===== src/rtl/neander_muldiv_ctrl.sv =====
// Sequences NEANDER-X MUL/DIV/MOD: accepts a request, launches the selected iterative engine, waits for done under a watchdog.
// Latency: accept at T, start pulse at T+1, response one cycle after the engine done strobe (or after the watchdog expires).
// Backpressure: one operation in flight; req_ready is low from accept until the response handshake completes; rsp_* held while stalled.
module neander_muldiv_ctrl #(
    parameter int TIMEOUT_CYCLES = 40,
    parameter int CNT_W          = 6
) (
    input  logic        clk,
    input  logic        rst_n,
    input  logic        req_valid,
    output logic        req_ready,
    input  logic [3:0]  req_op,
    input  logic [15:0] req_a,
    input  logic [15:0] req_b,
    input  logic        abort,
    output logic        mul_start,
    input  logic        mul_done,
    input  logic [15:0] mul_lo,
    input  logic [15:0] mul_hi,
    output logic        div_start,
    input  logic        div_done,
    input  logic [15:0] div_quot,
    input  logic [15:0] div_rem,
    input  logic        div_by_zero,
    output logic [15:0] op_a,
    output logic [15:0] op_b,
    output logic        rsp_valid,
    input  logic        rsp_ready,
    output logic [15:0] rsp_result,
    output logic [15:0] rsp_high,
    output logic        rsp_carry,
    output logic        rsp_timeout
);

    localparam logic [3:0] OP_MUL = 4'b1001;
    localparam logic [3:0] OP_DIV = 4'b1010;
    localparam logic [3:0] OP_MOD = 4'b1011;
    localparam logic [CNT_W-1:0] CNT_LAST = CNT_W'(TIMEOUT_CYCLES - 1);

    typedef enum logic [1:0] {
        S_IDLE   = 2'd0,
        S_LAUNCH = 2'd1,
        S_WAIT   = 2'd2,
        S_RESP   = 2'd3
    } state_t;

    typedef struct packed {
        logic [15:0] result;
        logic [15:0] high;
        logic        carry;
        logic        timeout;
    } rsp_t;

    state_t           state_q, state_d;
    logic [3:0]       op_q, op_d;
    logic [15:0]      a_q, a_d;
    logic [15:0]      b_q, b_d;
    logic [CNT_W-1:0] cnt_q, cnt_d;
    rsp_t             rsp_q, rsp_d;

    logic is_mul;
    logic is_div;
    logic sel_done;
    rsp_t cap;

    function automatic logic is_seq_op(input logic [3:0] op);
        return (op == OP_MUL) || (op == OP_DIV) || (op == OP_MOD);
    endfunction

    assign is_mul   = (op_q == OP_MUL);
    assign is_div   = (op_q == OP_DIV) || (op_q == OP_MOD);
    // Only the engine that was launched may complete the operation.
    assign sel_done = is_mul ? mul_done : div_done;

    always_comb begin
        cap = '0;
        if (is_mul) begin
            cap.result = mul_lo;
            cap.high   = mul_hi;
            cap.carry  = (mul_hi != 16'h0000);
        end else if (op_q == OP_DIV) begin
            cap.result = div_quot;
            cap.high   = div_rem;
            cap.carry  = div_by_zero;
        end else begin
            cap.result = div_rem;
            cap.high   = div_quot;
            cap.carry  = div_by_zero;
        end
    end

    always_comb begin
        state_d = state_q;
        op_d    = op_q;
        a_d     = a_q;
        b_d     = b_q;
        cnt_d   = cnt_q;
        rsp_d   = rsp_q;
        case (state_q)
            S_IDLE: begin
                if (req_valid) begin
                    op_d = req_op;
                    a_d  = req_a;
                    b_d  = req_b;
                    if (is_seq_op(req_op)) begin
                        state_d = S_LAUNCH;
                    end else begin
                        rsp_d   = '0;
                        state_d = S_RESP;
                    end
                end
            end
            S_LAUNCH: begin
                cnt_d   = '0;
                state_d = abort ? S_IDLE : S_WAIT;
            end
            S_WAIT: begin
                // Priority: abort, then done, then watchdog expiry.
                if (abort) begin
                    state_d = S_IDLE;
                end else if (sel_done) begin
                    rsp_d   = cap;
                    state_d = S_RESP;
                end else if (cnt_q == CNT_LAST) begin
                    rsp_d.result  = 16'h0000;
                    rsp_d.high    = 16'h0000;
                    rsp_d.carry   = 1'b1;
                    rsp_d.timeout = 1'b1;
                    state_d       = S_RESP;
                end else begin
                    cnt_d = cnt_q + 1'b1;
                end
            end
            S_RESP: begin
                if (rsp_ready) begin
                    state_d = S_IDLE;
                end
            end
            default: state_d = S_IDLE;
        endcase
    end

    always_ff @(posedge clk or negedge rst_n) begin
        if (!rst_n) begin
            state_q <= S_IDLE;
            op_q    <= '0;
            a_q     <= '0;
            b_q     <= '0;
            cnt_q   <= '0;
            rsp_q   <= '0;
        end else begin
            state_q <= state_d;
            op_q    <= op_d;
            a_q     <= a_d;
            b_q     <= b_d;
            cnt_q   <= cnt_d;
            rsp_q   <= rsp_d;
        end
    end

    assign req_ready   = (state_q == S_IDLE);
    assign mul_start   = (state_q == S_LAUNCH) && is_mul;
    assign div_start   = (state_q == S_LAUNCH) && is_div;
    assign op_a        = a_q;
    assign op_b        = b_q;
    assign rsp_valid   = (state_q == S_RESP);
    assign rsp_result  = rsp_q.result;
    assign rsp_high    = rsp_q.high;
    assign rsp_carry   = rsp_q.carry;
    assign rsp_timeout = rsp_q.timeout;

endmodule


===== config.mk =====
export PLATFORM = sky130hd
export DESIGN_NAME = neander_muldiv_ctrl
export DESIGN_NICKNAME = d
export VERILOG_FILES = /design/src/rtl/neander_muldiv_ctrl.sv
export SDC_FILE = /design/constraint.sdc
export NUM_CORES = 1
export LEC_CHECK = 0
export BUFFER_PORTS_ARGS = -buffer_cell sky130_fd_sc_hd__buf_2
export CORE_UTILIZATION = 48
export CTS_BUF_LIST = sky130_fd_sc_hd__clkbuf_8
export DETAILED_ROUTE_END_ITERATION = 7
export GPL_TIMING_DRIVEN = 0
export PLACE_DENSITY = 0.84
export SYNTH_ARGS = -nofsm -noshare
export SYNTH_HDL_FRONTEND = slang
export SYNTH_SLANG_ARGS = --single-unit

===== constraint.sdc =====
create_clock -name clk -period 2.3 [get_ports clk]
set_input_delay 0.46 -clock clk [delete_from_list [all_inputs] [get_ports clk]]
set_output_delay 0.46 -clock clk [all_outputs]
set_load 0.005 [all_outputs]

==> reports/qor.csv, run 1 <==
metric;value;unit
synth_area;3850;sq um
vias_per_cell;5.73;
clockRootBuffer;clkbuf_8;
clkTransAtPathRegs;0.09;ns
routed_wl;11.3;mm
grt_pass1_vias;3765;
setup.worst_path.end_class;register;
hp-start;req_a[15];
layout_setup_ws;0.143;ns
skew;0.0118;ns
wire_per_inst;16.8;um
p_total;5760;uW
drc_errors;0;
slew_violations;0;
ys_async_sr_fraction;1.00;
grt_usage;0.277;
fp-row-count;32;
syn_to_final_growth;33.5;%
tightest_slew;0.828;ns
cts_buffers;9;
crit_arrival;2.39;ns
drtIter0Drc;222;
place_congestion;0.952;
ys_seq_elements;78;
cts_max_path_buffers;2;
cts_tree;yes;
cts.sinks;78;
synth_flop_cell;dfrtp_1;
ir_drop;0.404;mV
relSlewSlack;0.447;
gr-total-overflow;0;
layout_min_cycle_time;2.16;ns
grt_max_degree;59;
die_area;8380;sq um
ys_warn_count;0;
critPathLaunch;cnt_q[0];
leakage;0.00259;uW
hold_violations;0;
die_w;91.5;um
synthesis.nets;485;
nets;676;
dp_slack;0.0655;ns
synth_cell_types;45;
critical_path_class;reg -> reg;
vias;3862;
yosys.area.top_type;dfrtp_1;
yosysMostFrequentCell;dfrtp_1;
avgSynthCellArea;10.2;sq um
drv_cap;0;
syn_inst;376;
hold_path.class;in -> reg;
core_area;7730;sq um
synth_edf_count;0;
antenna_found_initial;0;
cp_max_fo;10;
p_per_area;1120;nW/um^2
clock.fmax;0.464;GHz
status;completed;
ant_nets;0;
drtPass1Iterations;5;
yosys-top-cells-count;dfrtp_1, nand2_1, nor2_1;
initial_core_util;0.498;
setup_violations;0;
io_buffers;177;
synth_area_leaders;dfrtp_1, mux2_2, a22o_1;
htree_levels;3;
clk_latency;0.35;ns
dp_hpwl;8.63;mm
start_kind;register;
drive_gt1_frac;0.437;
synth_top_area_share;0.507;
antennaDiodeCount;0;
fin_crit_sh;0.938;
synth-seq-area-share;0.507;
ios;178;
r2r-start;cnt_q[0];
required;2.54;ns
grt_pass1_wl;18.0;mm
fp.dieH;91.5;um
rsz0062_at_grt;true;
## final timing paths
path | to | slack, ns | cells past startpoint
setup reg to reg | rsp_result[4] | 0.14 | 6
max in group asynchronous | rsp_result[0] | 1.18 | 3
min in group asynchronous | op_a[1] | 0.54 | 2
setup / recovery | rsp_result[4] | 0.14 | 6
hold / removal | op_a[15] | 0.34 | 2
hold reg to reg | rsp_high[10] | 0.50 | 1
## layout make-up
cell class	instances	area, sq um
Tap cell	102	128
Fill cell	611	2590
Buffer	28	141
Clock buffer	9	124
Clock inverter	7	78.8
Inverter	6	22.5
Timing Repair Buffer	181	941
Multi-Input combinational cell	263	1750
Sequential cell	78	1950
## cells by family after synthesis
| kind of cell | Yosys count | share of synthesized area |
|---|---|---|
| fa+ha+maj | 1 | 0.00325 |
| compound gates | 86 | 0.170 |
| mux | 39 | 0.115 |
| buf+inv | 35 | 0.0416 |
| flops | 78 | 0.507 |
| simple gates | 137 | 0.164 |
## routing by layer
layer,global-route usage,vias up,part of all wire
li1,-,1743,-
met1,0.356,1847,0.39
met2,0.452,239,0.50
met3,0.0637,33,0.083
met4,0.111,0,0.030
met5,0,-,0
## critical path, cell delays in order (launching register included)
cell      delay (ns)
dfrtp_1         0.42
ha_1            0.24
nor4bb_1        0.35
and2_0          0.39
o32ai_4         0.18
buf_6           0.23
a22o_1          0.23
## flip-flops by register name (all words and copies together), names as in the netlist
name,cells
cnt_q,6
op_a,16
op_b,16
op_q,4
rsp_carry,1
rsp_high,16
rsp_result,16
rsp_timeout,1
state_q,2
## timing repair
item,4_1_cts,5_1_grt
pin swaps,0,1
setup endpoints to repair,1,22
hold buffers,1,0
buffers inserted,2,0
gates resized for setup,6,6
hold endpoints to repair,20,0
## where the power goes
group          internal, uW  switching (uW)  leakage, uW
sequential             1910             308     0.000984
clock                   514             544    0.0000982
combinational          1250            1230      0.00150
## layout by cell type (no fill, tap or decap), types with 2 or more instances in the layout
master,netlist,final
a21oi_1,4,4
a22o_1,31,31
a31oi_1,33,33
and2_1,2,2
buf_2,5,180
buf_4,0,5
buf_6,3,3
clkbuf_1,21,18
clkbuf_8,0,9
clkinvlp_4,0,2
dfrtp_1,78,78
inv_1,6,6
inv_6,0,2
mux2_2,37,37
nand2_1,65,65
nand2b_1,2,2
nand4_1,3,3
nor2_1,39,39
nor2b_1,3,2
nor3b_1,3,2
nor4_1,4,4
nor4bb_1,3,3
o21ai_0,5,5
o31a_1,2,2
or3_1,3,3
## per-stage QoR
step	instances	hold slack, ns	setup TNS (ns)	utilization	instance area (sq um)
floorplan	376	0.164	0	-	3850
global placement	655	0.471	0	0.629	4860
detailed placement	656	0.374	0	0.633	4890
CTS	675	0.319	0	0.665	5140
global route	674	0.312	-0.00916	0.665	5140
finish	674	0.335	0	0.665	5140
(Power assumes the default switching activity.)
==> run 2, diff against run 1 <==
GPL_TIMING_DRIVEN = not set   (was 0)
==> run 2 against run 1 <==
Design area down 0.90%. Sequential share of layout area up 0.35 points. Clock skew up 0.0032 ns. Worst setup slack better by 0.016 ns. Highest routed layer unchanged. Non-clock buffer count down 19. Sequential power up 3%.
==> reports/qor.csv, run 2 (same netlist as run 1, synthesis figures left out) <==
metric;value;unit
leakage;0.00256;uW
seq_area;1950;sq um
fin_crit_sh;0.931;
core_area;7730;sq um
multi_input_area;1780;sq um
p_per_area;1110;nW/um^2
cts_tree;yes;
syn_to_final_growth;32.2;%
start_kind;register;
hold_buffers;0;
antennaDiodeCount;0;
rsz0062_at_grt;false;
clk_latency;0.35;ns
antenna_found_initial;0;
clkTransAtPathRegs;0.09;ns
whs;0.0819;ns
ant_nets;0;
drtPass1Iterations;5;
fp.dieH;91.5;um
io_buffers;177;
clock.fmax;0.467;GHz
drv_cap;0;
cts.sinks;78;
die_area;8380;sq um
skew;0.0149;ns
num-fill-cells;629;
routed_wl;10.4;mm
cts_resized;0;
tightest_slew;0.941;ns
cts_max_path_buffers;2;
crit_path_cell_trace;nand4bb_4 -> buf_4 -> nor3b_1 -> buf_2;
vias_per_cell;5.49;
place_congestion;0.876;
cts_setup_buffers;0;
cp_max_fo;35;
initial_core_util;0.498;
gr-total-overflow;0;
dp_hpwl;7.78;mm
wire_per_inst;15.8;um
nets;657;
htree_levels;3;
rr_worst_depth;6;
layout_commonest_cell;buf_2;
die_w;91.5;um
crit_arrival;1.68;ns
fin_util;0.659;
vias;3594;
drc_errors;0;
grt_max_degree;41;
drive_gt1_frac;0.454;
final_cell_mix;buf_2, dfrtp_1, nand2_1;
drtIter0Drc;264;
clockRootBuffer;clkbuf_8;
critical_path_class;reg -> out;
setup_violations;0;
setup.worst_path.end_class;output port;
ios;178;
hold_violations;0;
hold_path.class;in -> async;
grt_pass1_wl;16.8;mm
status;completed;
grt_usage;0.258;
fp-row-count;32;
slowest_stage;dfrtp_1;
ir_drop;0.404;mV
cts_buffers;9;
tns;0;ns
critical-path-max-stage-delay;0.45;ns
layout_min_cycle_time;2.14;ns
relSlewSlack;0.369;
grt_pass1_vias;3400;
required;1.84;ns
slew_violations;0;
run 2: cell count changes in the layout (fill, tap and decap cells not counted), moves of 2 or more:
cell,before,now
buf_6,3,0
clkinv_4,0,2
buf_4,5,12
inv_6,2,0
clkbuf_1,18,0
buf_2,180,176
buf_12,0,2
run 2: where the power goes:
part           internal (uW)  total (uW)  leakage [uW]  switching [uW]
clock network            502        1020     0.0000914             521
registers               1910        2270      0.000984             359
logic                   1240        2370       0.00149            1130
total                   3650        5660       0.00256            2010
run 2: stage by stage:
stage	area (sq um)	std cells	total power [uW]	worst slack, ns
3_5_place_dp	4890	639	4670	0.257
3_3_place_gp	4890	639	4560	0.324
5_1_grt	5090	655	6020	0.0154
6_report	5090	655	5660	0.159
2_1_floorplan	3850	376	3650	0.391
4_1_cts	5090	655	5680	0.145
run 2: worst max-delay path: cells and delay by family (launching register included):
family | cells | cell delay (ns)
buffers and inverters | 2 | 0.40
flip-flops | 1 | 0.45
AND/OR/NAND/NOR | 2 | 0.48
run 2: metal layers:
metal / wire, um / up-vias / part of all wire / global-route usage
met5: 0 / - / 0 / 0
met4: 330 / 0 / 0.032 / 0.126
met3: 719 / 25 / 0.069 / 0.0335
met2: 5010 / 184 / 0.48 / 0.409
met1: 4300 / 1688 / 0.41 / 0.349
li1: - / 1697 / - / -
run 2: final cells by class:
cell class / count / area share
clock buffer: 9 / 0.0243
clock inverter: 7 / 0.0147
inverter: 6 / 0.00442
multi-input combinational: 263 / 0.349
sequential: 78 / 0.383
tap: 102 / 0.0251
timing repair buffer: 190 / 0.199
run 2: worst paths after layout:
kind                          endpoint  slack (ns)     start
max                          mul_start        0.16   op_q[2]
min                        rsp_high[3]        0.08     rst_n
max reg2reg                rsp_high[0]        0.20  cnt_q[0]
min reg2reg                    op_b[8]        0.51   op_b[8]
max in group asynchronous      op_b[5]        1.63     rst_n
min in group clk               op_b[4]        0.33  req_b[4]
==> run 3, diff against run 2 <==
--- a/config.mk
+++ b/config.mk
@@ -7,4 +7,5 @@
 export LEC_CHECK = 0
+export ABC_AREA = 1
 export BUFFER_PORTS_ARGS = -buffer_cell sky130_fd_sc_hd__buf_2
-export CORE_UTILIZATION = 48
+export CORE_UTILIZATION = 50
 export CTS_BUF_LIST = sky130_fd_sc_hd__clkbuf_8
==> constraint.sdc (replaced) <==
create_clock -name clk -period 2.3 [get_ports clk]
set_input_delay 0.23 -clock clk [delete_from_list [all_inputs] [get_ports clk]]
set_output_delay 0.23 -clock clk [all_outputs]
set_load 0.005 [all_outputs]
==> run 3 against run 2 <==
Non-clock buffer count decreased by 4. Design area increased by 8.0%. Register-to-register slack improved by 0.19 ns. Sequential share of layout area decreased by 2.8 points. Sequential cell count unchanged. Hold slack improved by 0.016 ns. Via count increased by 23%. Worst setup slack improved by 0.23 ns. Sequential power increased by 4%. Global-route usage increased by 0.40 points. Combinational power increased by 8%. Die area increased by 8.7%. Critical endpoint is now rsp_high[11]. Largest power group unchanged.
==> reports/qor.csv, run 3 <==
metric;value;unit
synth_fa_ha_area_frac;0.00287;
cts_tree;yes;
dp_hpwl;8.58;mm
synth_xor_area_frac;0.00401;
hold_path.class;in -> reg;
setup_violations;0;
fin_crit_sh;0.832;
clock.fmax;0.522;GHz
cts.sinks;78;
vias;4436;
p_int;3610;uW
synth_top_family_by_area;simple AND/OR/NAND/NOR gates;
layout_min_cycle_time;1.91;ns
grt_max_degree;79;
critical_path_class;reg -> reg;
setup.worst_path.end_class;register;
fin_util;0.659;
placed_cells;823;
synth_mux_area_frac;0.0826;
synth_cell_types;27;
cp_max_fo;34;
synth_edf_count;0;
vias_per_cell;5.28;
ios;178;
synthesis.nets;673;
antennaDiodeCount;0;
tightest_slew;0.531;ns
stdcell_count;840;
slew_violations;0;
htree_levels;3;
switchingPower;2380;uW
crit_arrival;2.20;ns
leakage;0.00324;uW
yosysMostFrequentCell;nand2_1;
drive_gt1_frac;0.341;
sw_frac_of_total;0.398;
initial_core_util;0.523;
synth_top_area_share;0.447;
yosys.area.top_type;dfrtp_1;
final_cell_mix;nand2_1, buf_2, nand3_1, dfrtp_1, inv_1;
synth_flop_cell;dfrtp_1;
ir_drop;0.654;mV
ant_nets;0;
fp-row-count;33;
p_total;5990;uW
clkTransAtPathRegs;0.09;ns
cts_max_path_buffers;2;
skew;0.0121;ns
clockRootBuffer;clkbuf_8;
cts_resized;0;
die_area;9110;sq um
clkPwrFrac;0.179;
antenna_found_initial;0;
synth_area_leaders;dfrtp_1, nand2_1, nand3_1;
grt_pass1_wl;18.3;mm
drtIter0Drc;240;
start_kind;register;
yosys.area_share.simple;0.366;
status;completed;
tns;0;ns
p_seq_frac;0.395;
pwr-share-comb;0.425;
synth_area;4360;sq um
routed_wl;11.8;mm
nets;839;
syn_inst;564;
drv_cap;0;
p_per_area;1090;nW/um^2
layout_commonest_cell;nand2_1;
syn_to_final_growth;25.9;%
place_congestion;0.913;
cts_buffers;9;
die_w;95.4;um
ys_warn_count;0;
synth-seq-area-share;0.447;
clk_latency;0.36;ns
drtPass1Iterations;5;
ys_async_sr_fraction;1.00;
required;2.59;ns
avgSynthCellArea;7.74;sq um
wire_per_inst;14.0;um
fp.dieH;95.4;um
grt_usage;0.262;
core_area;8340;sq um
yosys-top-cells-count;nand2_1, dfrtp_1, nand3_1;
grt_pass1_vias;3979;
relSlewSlack;0.645;
synth-compound-area-share;0.0115;
drc_errors;0;
rsz0062_at_grt;false;
gr-total-overflow;0;
io_buffers;177;
hold_violations;0;
ys_seq_elements;78;
==> run 3: metal layers <==
layer	global-route usage	vias up	routed length [um]
met3	0.0614	26	1100
met2	0.427	246	5400
met4	0.0958	0	281
met1	0.339	2023	4980
met5	0	-	0
li1	-	2141	-
==> run 3: layout make-up <==
cell class / count / area (sq um)
flip-flops and latches: 78 / 1950
fillers: 703 / 2850
repair buffers: 186 / 971
well taps: 105 / 131
inverters: 53 / 199
clock inverters: 7 / 80.1
multi-input cells: 402 / 2040
clock buffers: 9 / 124
==> run 3: critical path, cell delays in order (launching register included) <==
cell	delay (ns)
dfrtp_1	0.42
inv_1	0.10
nand2_1	0.20
nor2_2	0.28
nand2_4	0.26
nand2_4	0.38
nand2_1	0.10
nand2_1	0.08
==> run 3: worst paths after layout <==
kind                              from        endpoint  slack (ns)  depth (start not counted)
min reg2reg                rsp_high[5]     rsp_high[5]        0.48                          2
max in group asynchronous        rst_n   rsp_result[0]        1.52                          3
min                           req_a[1]         op_a[1]         0.1                          2
max reg2reg                 state_q[0]    rsp_high[11]        0.39                          7
min in group asynchronous        rst_n  rsp_result[15]        0.42                          3
max                         state_q[0]    rsp_high[11]        0.39                          7
==> run 3: timing repair <==
action | 4_1_cts | 5_1_grt
hold buffers | 1 | 0
endpoints found under the hold margin | 78 | 0
buffers inserted | 0 | 0
==> run 3: per-stage QoR <==
| step | cell area, sq um | setup WS, ns | hold WS (ns) |
|---|---|---|---|
| after floorplan | 4360 | 0.898 | -0.0656 |
| after global placement | 5280 | 0.513 | 0.277 |
| after detailed placement | 5280 | 0.425 | 0.280 |
| after CTS | 5500 | 0.401 | 0.0883 |
| after global routing | 5500 | 0.220 | 0.0852 |
| final | 5500 | 0.386 | 0.0981 |
==> run 3: cell families after synthesis <==
| group | count (synthesis) |
|---|---|
| buf+inv | 84 |
| simple gates | 358 |
| compound gates | 9 |
| fa+ha+maj | 1 |
| flops | 78 |
| xor+xnor | 2 |
| mux | 32 |
==> run 3: power groups by stage <==
stage	Clock, uW	Sequential, uW	Combinational (uW)
final	1070	2370	2550
after global routing	1160	2440	2850
after CTS	1090	2360	2560
after detailed placement	0	2380	2550
after global placement	0	2360	2460
after floorplan	0	2390	1560
